[src/rtl/pix_pkg.sv]
// Shared types and scan-extent helpers for the pixel streaming path.
// Build option: define ZERO_PAD_EN to scan a one-pixel zero border around the frame.
package pix_pkg;

  localparam int unsigned PIX_W = 8;

`ifdef ZERO_PAD_EN
  localparam int unsigned PAD = 2;
`else
  localparam int unsigned PAD = 0;
`endif

  typedef enum logic [1:0] {StIdle, StRun, StDrain} state_e;

  function automatic int unsigned scan_w(input int unsigned width);
    return width + PAD;
  endfunction

  function automatic int unsigned scan_h(input int unsigned height);
    return height + PAD;
  endfunction

  function automatic int unsigned cnt_w(input int unsigned n);
    return (n <= 2) ? 1 : $clog2(n);
  endfunction

endpackage

[src/rtl/raster_counter.sv]
// Column/row raster counter with enable and end-of-line/frame flags.
module raster_counter
  import pix_pkg::*;
#(
  parameter int unsigned COLS  = 4,
  parameter int unsigned ROWS  = 3,
  parameter int unsigned COL_W = cnt_w(COLS),
  parameter int unsigned ROW_W = cnt_w(ROWS)
) (
  input  logic             clk,
  input  logic             rst,
  input  logic             clr,
  input  logic             en,
  output logic [COL_W-1:0] col,
  output logic [ROW_W-1:0] row,
  output logic             last_col,
  output logic             last_row,
  output logic             last_pos
);

  logic [COL_W-1:0] col_q;
  logic [ROW_W-1:0] row_q;

  assign col      = col_q;
  assign row      = row_q;
  assign last_col = (col_q == COL_W'(COLS - 1));
  assign last_row = (row_q == ROW_W'(ROWS - 1));
  assign last_pos = last_col && last_row;

  always_ff @(posedge clk) begin
    if (rst || clr) begin
      col_q <= '0;
      row_q <= '0;
    end else if (en) begin
      if (last_col) begin
        col_q <= '0;
        row_q <= last_row ? '0 : row_q + 1'b1;
      end else begin
        col_q <= col_q + 1'b1;
      end
    end
  end

endmodule

[src/rtl/pixel_frame_reader.sv]
// Reads one frame from a synchronous-read RAM and streams it with sof/eol/eof markers.
// Build option: ZERO_PAD_EN adds a zero border ring that is emitted without RAM reads.
module pixel_frame_reader
  import pix_pkg::*;
#(
  parameter int unsigned PIX_W  = 8,
  parameter int unsigned WIDTH  = 64,
  parameter int unsigned HEIGHT = 64,
  parameter int unsigned ADDR_W = 12
) (
  input  logic              clk,
  input  logic              rst,
  input  logic              start,
  input  logic              hold,
  output logic              mem_rd_en,
  output logic [ADDR_W-1:0] mem_addr,
  input  logic [PIX_W-1:0]  mem_rdata,
  output logic [PIX_W-1:0]  pixel_out,
  output logic              valid_out,
  output logic              sof,
  output logic              eol,
  output logic              eof,
  output logic              busy,
  output logic              done
);

  localparam int unsigned SCAN_W = scan_w(WIDTH);
  localparam int unsigned SCAN_H = scan_h(HEIGHT);
  localparam int unsigned COL_W  = cnt_w(SCAN_W);
  localparam int unsigned ROW_W  = cnt_w(SCAN_H);

  state_e state_q, state_d;

  logic             start_acc, issue, pad, rd_en;
  logic [COL_W-1:0] col;
  logic [ROW_W-1:0] row;
  logic             last_col, last_row, last_pos;

  logic [ADDR_W-1:0] addr_q;
  logic              valid_q, pad_q, sof_q, eol_q, eof_q, done_q;

  assign start_acc = (state_q == StIdle) && start;
  assign issue     = (state_q == StRun) && !hold;

`ifdef ZERO_PAD_EN
  assign pad = (col == '0) || last_col || (row == '0) || last_row;
`else
  assign pad = 1'b0;
`endif

  assign rd_en = issue && !pad;

  raster_counter #(
    .COLS (SCAN_W),
    .ROWS (SCAN_H),
    .COL_W(COL_W),
    .ROW_W(ROW_W)
  ) u_scan (
    .clk     (clk),
    .rst     (rst),
    .clr     (start_acc),
    .en      (issue),
    .col     (col),
    .row     (row),
    .last_col(last_col),
    .last_row(last_row),
    .last_pos(last_pos)
  );

  always_comb begin
    state_d = state_q;
    unique case (state_q)
      StIdle:  if (start) state_d = StRun;
      StRun:   if (issue && last_pos) state_d = StDrain;
      StDrain: state_d = StIdle;
      default: state_d = StIdle;
    endcase
  end

  always_ff @(posedge clk) begin
    if (rst) begin
      state_q <= StIdle;
      addr_q  <= '0;
      valid_q <= 1'b0;
      pad_q   <= 1'b0;
      sof_q   <= 1'b0;
      eol_q   <= 1'b0;
      eof_q   <= 1'b0;
      done_q  <= 1'b0;
    end else begin
      state_q <= state_d;
      if (start_acc) begin
        addr_q <= '0;
      end else if (rd_en) begin
        addr_q <= addr_q + 1'b1;
      end
      // Markers travel with the read so they line up with the RAM data next cycle.
      valid_q <= issue;
      pad_q   <= issue && pad;
      sof_q   <= issue && (col == '0) && (row == '0);
      eol_q   <= issue && last_col;
      eof_q   <= issue && last_col && last_row;
      done_q  <= (state_q == StDrain);
    end
  end

  assign mem_rd_en = rd_en;
  assign mem_addr  = addr_q;
  assign pixel_out = (valid_q && !pad_q) ? mem_rdata : '0;
  assign valid_out = valid_q;
  assign sof       = sof_q;
  assign eol       = eol_q;
  assign eof       = eof_q;
  assign busy      = (state_q != StIdle);
  assign done      = done_q;

endmodule

[config.mk]
export PLATFORM = sky130hd
export DESIGN_NAME = pixel_frame_reader
export DESIGN_NICKNAME = d
export VERILOG_FILES = /design/src/rtl/pix_pkg.sv /design/src/rtl/raster_counter.sv /design/src/rtl/pixel_frame_reader.sv
export SDC_FILE = /design/constraint.sdc
export NUM_CORES = 1
export LEC_CHECK = 0
export ABC_AREA = 1
export CORE_MARGIN = 1
export CORE_UTILIZATION = 42
export DETAILED_ROUTE_END_ITERATION = 12
export PLACE_DENSITY_LB_ADDON = 0.25
export SYNTH_ARGS = -nofsm -noshare
export SYNTH_HDL_FRONTEND = slang
export SYNTH_SLANG_ARGS = --single-unit
[constraint.sdc]
create_clock -name clk -period 1.9 [get_ports clk]
set_input_delay 0.285 -clock clk [delete_from_list [all_inputs] [get_ports clk]]
set_output_delay 0.285 -clock clk [all_outputs]
set_load 0.01 [all_outputs]
==> impl_results.rst, run 1 <==
.. list-table::
   :header-rows: 1

   * - Metric
     - Value
   * - Run status
     - complete, no violations
   * - # hold bufs at CTS
     - 0
   * - Number of post-CTS setup repair buffers
     - 0
   * - Startpoint of the most critical setup path
     - state_q[0]
   * - Most common cell after layout, fill and taps aside
     - sky130_fd_sc_hd__nand2_1
   * - Setup repair after global routing missed its margin
     - false
   * - CTS tree
     - built
   * - Detail-routed via count per cell
     - 4.65
   * - Synth Register Bits
     - 31
   * - Largest family of logic cells by synthesized area
     - simple AND/OR/NAND/NOR gates
   * - Netlist Area Pre-Place
     - 1590 um^2
   * - Via Count
     - 1507
   * - Highest fanout seen on the critical path
     - 5
   * - Area enclosed by the die boundary
     - 4040 um^2
   * - Longest Clk Path Bufs
     - 2
   * - Number of buffers inserted during clock tree synthesis
     - 5
   * - Final Hold Vio Count
     - 0
   * - Initial antenna violation count
     - 0
   * - Leakage power
     - 0.845 nW
   * - Clock network power share
     - 37.4%
   * - Post-layout minimum cycle time
     - 1.82 ns
   * - Vias in the first global route
     - 1433
   * - Max-cap violations
     - 0
   * - Last weighted congestion value of the routability-driven placer
     - 0.861
   * - Achievable clock frequency
     - 551 MHz
   * - Drt first pass iters
     - 4
   * - Combinational Power Share
     - 8.8%
   * - WL/cell
     - 10.2 um
   * - Number of H-tree levels
     - 2
   * - Post-CTS clock slew at the launch and capture registers of the worst setup and hold paths
     - 0.06 ns
   * - TNS Setup
     - 0 ns
   * - Category of the most critical setup path
     - flop to primary output
   * - Category of the worst setup path launch point
     - flop
   * - Parity-gate share of the synthesized area counting xor and xnor cells
     - 2.75%
   * - Post-Synth Simple-Gate Area
     - 37.1%
   * - Standard-cell row count
     - 22
   * - Origin of the critical flop-to-flop path
     - u_scan.col[1]
   * - Hold WS
     - 0.504 ns
   * - Count of mapped cells out of synthesis
     - 232
   * - Tightest Pin Transition
     - 0.316 ns
   * - Number of max-slew violations in the final report
     - 0
   * - Pwr Density
     - 586 nW/um^2
   * - Final Non-Filler Cells
     - 324
   * - Diodes inserted
     - 0
   * - Number of top-level pins
     - 39
   * - Layout Area Growth over Synthesis
     - 32.2%
   * - Core region area
     - 3660 um^2
   * - Worst slew margin relative to its limit
     - 78.9%
   * - Post-synthesis area per instance
     - 6.87 um^2
   * - Die span in x
     - 63.6 um
   * - Maximum vdd drop
     - 0.451 mV
   * - DRC violation count after routing
     - 0
   * - Overall die height
     - 63.6 um
   * - R2R cell count
     - 6
   * - Setup skew after layout
     - 0.00410 ns
   * - Leftover overflow at the end of global routing
     - 0
   * - Worst hold path stage count
     - 2
   * - Placed instance area
     - 2030 um^2
   * - Net switching power of the design
     - 280 uW
   * - Share of layout cells above drive strength 1
     - 6.52%
   * - DPL Wire Length
     - 2480 um
   * - # fillers
     - 358
   * - Clock latency on the worst-skew pair
     - 0.27 ns
   * - Syn nets
     - 249
   * - Final WS setup
     - 0.0848 ns
   * - Final Cell Area
     - 2110 um^2
   * - Synth Area in Compound Gates
     - 6.68%
   * - Main area contributors after synthesis
     - sky130_fd_sc_hd__dfxtp_1 (39%), sky130_fd_sc_hd__nand2_1 (13%), sky130_fd_sc_hd__inv_1 (9.2%), sky130_fd_sc_hd__nor2_1 (8.0%), sky130_fd_sc_hd__nand3_1 (5.7%)
   * - Int Power
     - 954 uW
   * - Arrival @ worst endpoint
     - 1.53 ns
   * - Synth area leader
     - sky130_fd_sc_hd__dfxtp_1
   * - Maximum number of pins on one net before global-route repair
     - 14
   * - Total of cells resized after clock tree synthesis
     - 0
   * - GRT Util Overall
     - 18.9%
   * - Post-Place Cells
     - 318
   * - Seq/Total Area, Yosys
     - 39.0%
   * - Initial Utilization
     - 43.5%
   * - Share of the synthesized area in the top cell type
     - 39.0%
   * - Wire length after detailed routing
     - 3310 um
   * - Distinct cell type count of the synthesized netlist
     - 22
   * - Count of yosys warnings during synthesis
     - 0
   * - Final period util
     - 95.5%
   * - Number of violations reported at the end of detailed-routing iteration 0
     - 62
   * - Hold wc startpoint
     - mem_addr[1]
   * - Share of cell area taken by muxes after synthesis
     - 0%
   * - Root buffer selected by CTS
     - sky130_fd_sc_hd__clkbuf_8
   * - Net switching fraction of the power
     - 22.7%
   * - Nets@finish
     - 294
   * - Critical path capture point type
     - primary output
   * - Final setup fails
     - 0
   * - Req. time, crit path
     - 1.62 ns
   * - Wire length of the first global-routing pass
     - 6030 um
   * - Proportion of power drawn by flip-flops and latches
     - 53.8%
   * - Number of sinks on the clock net
     - 31
   * - Hold Path Class
     - flop to flop
   * - Post-route antenna net violation count
     - 0
   * - Most frequent cells in the layout
     - sky130_fd_sc_hd__nand2_1 (57), sky130_fd_sc_hd__inv_1 (39), sky130_fd_sc_hd__clkdlybuf4s50_1 (38)
   * - Worst slack, placed
     - 0.155 ns
   * - Fraction of the mapped netlist area in adder cells
     - 3.93%
   * - # port buffers
     - 38
[final cells by class]
cell class | count | area (um^2) | share of cell area [%]
clock buffer | 6 | 72.6 | 3.45
multi-input combinational | 159 | 803 | 38.1
sequential | 31 | 621 | 29.5
timing repair buffer | 41 | 403 | 19.1
inverter | 39 | 146 | 6.95
tap | 48 | 60.1 | 2.85
[power groups by stage]
| stage | Combinational (mW) | Clock, mW | Sequential, mW |
|---|---|---|---|
| after floorplan | 0.0531 | 0 | 0.677 |
| after global placement | 0.109 | 0 | 0.677 |
| after detailed placement | 0.109 | 0 | 0.678 |
| after CTS | 0.110 | 0.480 | 0.664 |
| after global routing | 0.120 | 0.509 | 0.664 |
| final | 0.109 | 0.462 | 0.663 |
[flip-flops by register name, indices dropped and copies added (netlist names)]
| register | flops |
|---|---|
| u_scan.row | 6 |
| u_scan.col | 6 |
| sof | 1 |
| mem_addr | 12 |
| state_q | 2 |
| eol | 1 |
| valid_out | 1 |
| eof | 1 |
| done | 1 |
[logic make-up (layout without fill, tap and decap cells)]
family,Yosys count,count (layout)
adder cells (fa/ha/maj),5,5
AND/OR/NAND/NOR,130,130
AO/OA/AOI/OAI,19,19
buffers and inverters,42,86
XOR/XNOR,5,5
flip-flops,31,31
[synth_stat cells]
library cell	instances
sky130_fd_sc_hd__xnor2_1	1
sky130_fd_sc_hd__xor2_1	4
sky130_fd_sc_hd__nand3_1	18
sky130_fd_sc_hd__nor2_2	2
sky130_fd_sc_hd__nand4_1	8
sky130_fd_sc_hd__dfxtp_1	31
sky130_fd_sc_hd__nand2_2	2
sky130_fd_sc_hd__nand3_4	1
sky130_fd_sc_hd__o21ai_1	4
sky130_fd_sc_hd__buf_4	1
sky130_fd_sc_hd__clkbuf_1	1
sky130_fd_sc_hd__nor2_4	4
sky130_fd_sc_hd__buf_6	1
sky130_fd_sc_hd__nor3_1	3
sky130_fd_sc_hd__nand2_1	57
sky130_fd_sc_hd__nor2_1	34
sky130_fd_sc_hd__nor4_1	1
sky130_fd_sc_hd__inv_1	39
sky130_fd_sc_hd__a21oi_4	1
sky130_fd_sc_hd__ha_1	5
sky130_fd_sc_hd__a21oi_1	10
sky130_fd_sc_hd__o21ai_0	4
[path summary, 6_finish.rpt]
kind,end,slack (ns)
min,mem_addr[1],0.50
max,mem_rd_en,0.08
max reg2reg,u_scan.row[1],0.47
min reg2reg,mem_addr[1],0.50
[critical path: stages, from the launching register on]
cell	delay, ns
sky130_fd_sc_hd__dfxtp_1	0.47
sky130_fd_sc_hd__nand2_2	0.12
sky130_fd_sc_hd__nor2_4	0.12
sky130_fd_sc_hd__clkdlybuf4s50_1	0.54
[per-layer routing]
metal | track usage [%] | wire, um
met1 | 22.9 | 1640
met2 | 31.3 | 1490
met3 | 5.43 | 135
met4 | 6.82 | 49
met5 | 0 | 0
[stage by stage]
stage | utilization [%] | total power, mW
3_5_place_dp | 55.5 | 0.787
3_3_place_gp | 55.5 | 0.786
5_1_grt | 57.5 | 1.29
2_1_floorplan | - | 0.730
6_report | 57.5 | 1.23
4_1_cts | 57.5 | 1.25
Note: power is estimated with default switching activity, not from simulation.
==> run 2: changes to the inputs <==
==> constraint.sdc (replaced) <==
create_clock -name clk -period 2.26 [get_ports clk]
set_input_delay 0.339 -clock clk [delete_from_list [all_inputs] [get_ports clk]]
set_output_delay 0.339 -clock clk [all_outputs]
set_load 0.01 [all_outputs]
==> impl_results.rst, run 2 (synthesis gave the netlist of run 1 again) <==
.. list-table::
   :header-rows: 1

   * - Metric
     - Value
   * - Net switching fraction of the power
     - 21.2%
   * - Critical path capture point type
     - primary output
   * - Chain of cells forming the critical path
     - nand2_2 -> nor2_4 -> clkdlybuf4s50_1
   * - Post-CTS clock slew at the launch and capture registers of the worst setup and hold paths
     - 0.06 ns
   * - Post-route antenna net violation count
     - 0
   * - Final setup fails
     - 0
   * - Total of cells resized after clock tree synthesis
     - 0
   * - Leftover overflow at the end of global routing
     - 0
   * - Number of post-CTS setup repair buffers
     - 0
   * - Maximum number of pins on one net before global-route repair
     - 15
   * - Hold Path Class
     - flop to flop
   * - Worst reg2reg setup slack
     - 0.80 ns
   * - DPL Wire Length
     - 2440 um
   * - Number of violations reported at the end of detailed-routing iteration 0
     - 74
   * - TNS Setup
     - 0 ns
   * - Root buffer selected by CTS
     - sky130_fd_sc_hd__clkbuf_8
   * - Number of buffers inserted during clock tree synthesis
     - 5
   * - Final Cell Area
     - 2140 um^2
   * - Max-cap violations
     - 0
   * - Placed instance area
     - 2020 um^2
   * - Longest Clk Path Bufs
     - 2
   * - Area enclosed by the die boundary
     - 4040 um^2
   * - Post-layout minimum cycle time
     - 1.88 ns
   * - Number of max-slew violations in the final report
     - 0
   * - Category of the worst setup path launch point
     - flop
   * - Run status
     - complete, no violations
   * - Vias in the first global route
     - 1326
   * - Most common cell after layout, fill and taps aside
     - sky130_fd_sc_hd__nand2_1
   * - Initial Utilization
     - 43.5%
   * - Final Hold Vio Count
     - 0
   * - # hold bufs at CTS
     - 0
   * - Achievable clock frequency
     - 532 MHz
   * - Diodes inserted
     - 0
   * - Hold WS
     - 0.503 ns
   * - Final period util
     - 83.1%
   * - Nets@finish
     - 292
   * - Initial antenna violation count
     - 0
   * - Family with the most delay on the worst path
     - buffers and inverters
   * - Clock latency on the worst-skew pair
     - 0.28 ns
   * - Share of layout cells above drive strength 1
     - 6.88%
   * - Worst slew margin relative to its limit
     - 73.8%
   * - DRC violation count after routing
     - 0
   * - CP max-delay cell
     - sky130_fd_sc_hd__clkdlybuf4s50_1
   * - Detail-routed via count per cell
     - 4.67
   * - Layout Area Growth over Synthesis
     - 34.1%
   * - Leakage power
     - 0.859 nW
   * - Core region area
     - 3660 um^2
   * - Total chip power
     - 1.21 mW
   * - Combinational Power Share
     - 7.3%
   * - Wire length of the first global-routing pass
     - 5680 um
   * - Arrival @ worst endpoint
     - 1.54 ns
   * - Most frequent cells in the layout
     - sky130_fd_sc_hd__nand2_1 (57), sky130_fd_sc_hd__inv_1 (39), sky130_fd_sc_hd__clkdlybuf4s50_1 (38)
   * - Category of the most critical setup path
     - flop to primary output
   * - Maximum vdd drop
     - 0.276 mV
   * - Req. time, crit path
     - 1.92 ns
   * - Max FFs per register
     - 12
   * - Proportion of power drawn by flip-flops and latches
     - 46.2%
   * - Via Count
     - 1513
   * - Clock network power share
     - 46.5%
   * - Wire length after detailed routing
     - 3260 um
   * - Final WS setup
     - 0.382 ns
   * - Standard-cell row count
     - 22
   * - Number of sinks on the clock net
     - 31
   * - Die span in x
     - 63.6 um
   * - Worst slack, placed
     - 0.391 ns
   * - Overall die height
     - 63.6 um
   * - Number of top-level pins
     - 39
   * - Setup skew after layout
     - 0.0108 ns
   * - Buffers plus inverters on the worst setup path
     - 1
   * - Max incr delay on CP
     - 0.55 ns
   * - CTS tree
     - built
   * - Net switching power of the design
     - 256 uW
   * - Last weighted congestion value of the routability-driven placer
     - 0.864
   * - Drt first pass iters
     - 4
   * - Highest fanout seen on the critical path
     - 5
   * - Number of H-tree levels
     - 2
   * - Tightest Pin Transition
     - 0.392 ns
   * - Int Power
     - 951 uW
   * - Pwr Density
     - 565 nW/um^2
   * - Setup repair after global routing missed its margin
     - false
   * - GRT Util Overall
     - 17.9%
   * - WL/cell
     - 10.1 um
   * - # port buffers
     - 38
[run 2: worst reg2reg max path: stages (launching register included)]
cell and delay (ns):
sky130_fd_sc_hd__dfxtp_1 0.38, sky130_fd_sc_hd__ha_1 0.21, sky130_fd_sc_hd__nand3_1 0.15, sky130_fd_sc_hd__nor2_4 0.21, sky130_fd_sc_hd__nand2_1 0.16, sky130_fd_sc_hd__xor2_1 0.19, sky130_fd_sc_hd__nor2_1 0.07
[run 2: cell type report]
cell class	count	area, um^2
clock inverter	2	35.0
fill	347	1530
inverter	39	146
sequential	31	621
multi-input combinational	159	803
clock buffer	6	82.6
tap	48	60.1
timing repair buffer	39	388
[run 2: power by group through the flow]
stage	Sequential (mW)	Clock, mW	Combinational [mW]
6_report	0.557	0.562	0.0880
5_1_grt	0.558	0.597	0.0962
4_1_cts	0.557	0.570	0.0892
3_5_place_dp	0.570	0	0.0889
3_3_place_gp	0.570	0	0.0883
2_1_floorplan	0.569	0	0.0446
[run 2: layer usage]
layer	up-vias	wire length (um)	GRT usage, %
li1	808	-	-
met1	660	1580	23.2
met2	40	1450	27.9
met3	5	175	3.80
met4	0	48	8.52
met5	-	0	0
[run 2: path summary, 6_finish.rpt]
path / from / to / cells after the start
min: mem_addr[1] / mem_addr[1] / 2
max reg2reg: u_scan.col[1] / u_scan.row[0] / 6
max: state_q[0] / mem_rd_en / 3
min reg2reg: mem_addr[1] / mem_addr[1] / 2
[run 2: through the flow]
step                      utilization [%]  instances
after floorplan                         -        232
after global placement               55.1        316
after detailed placement             55.1        316
after CTS                            58.3        324
after global routing                 58.3        324
final                                58.3        324
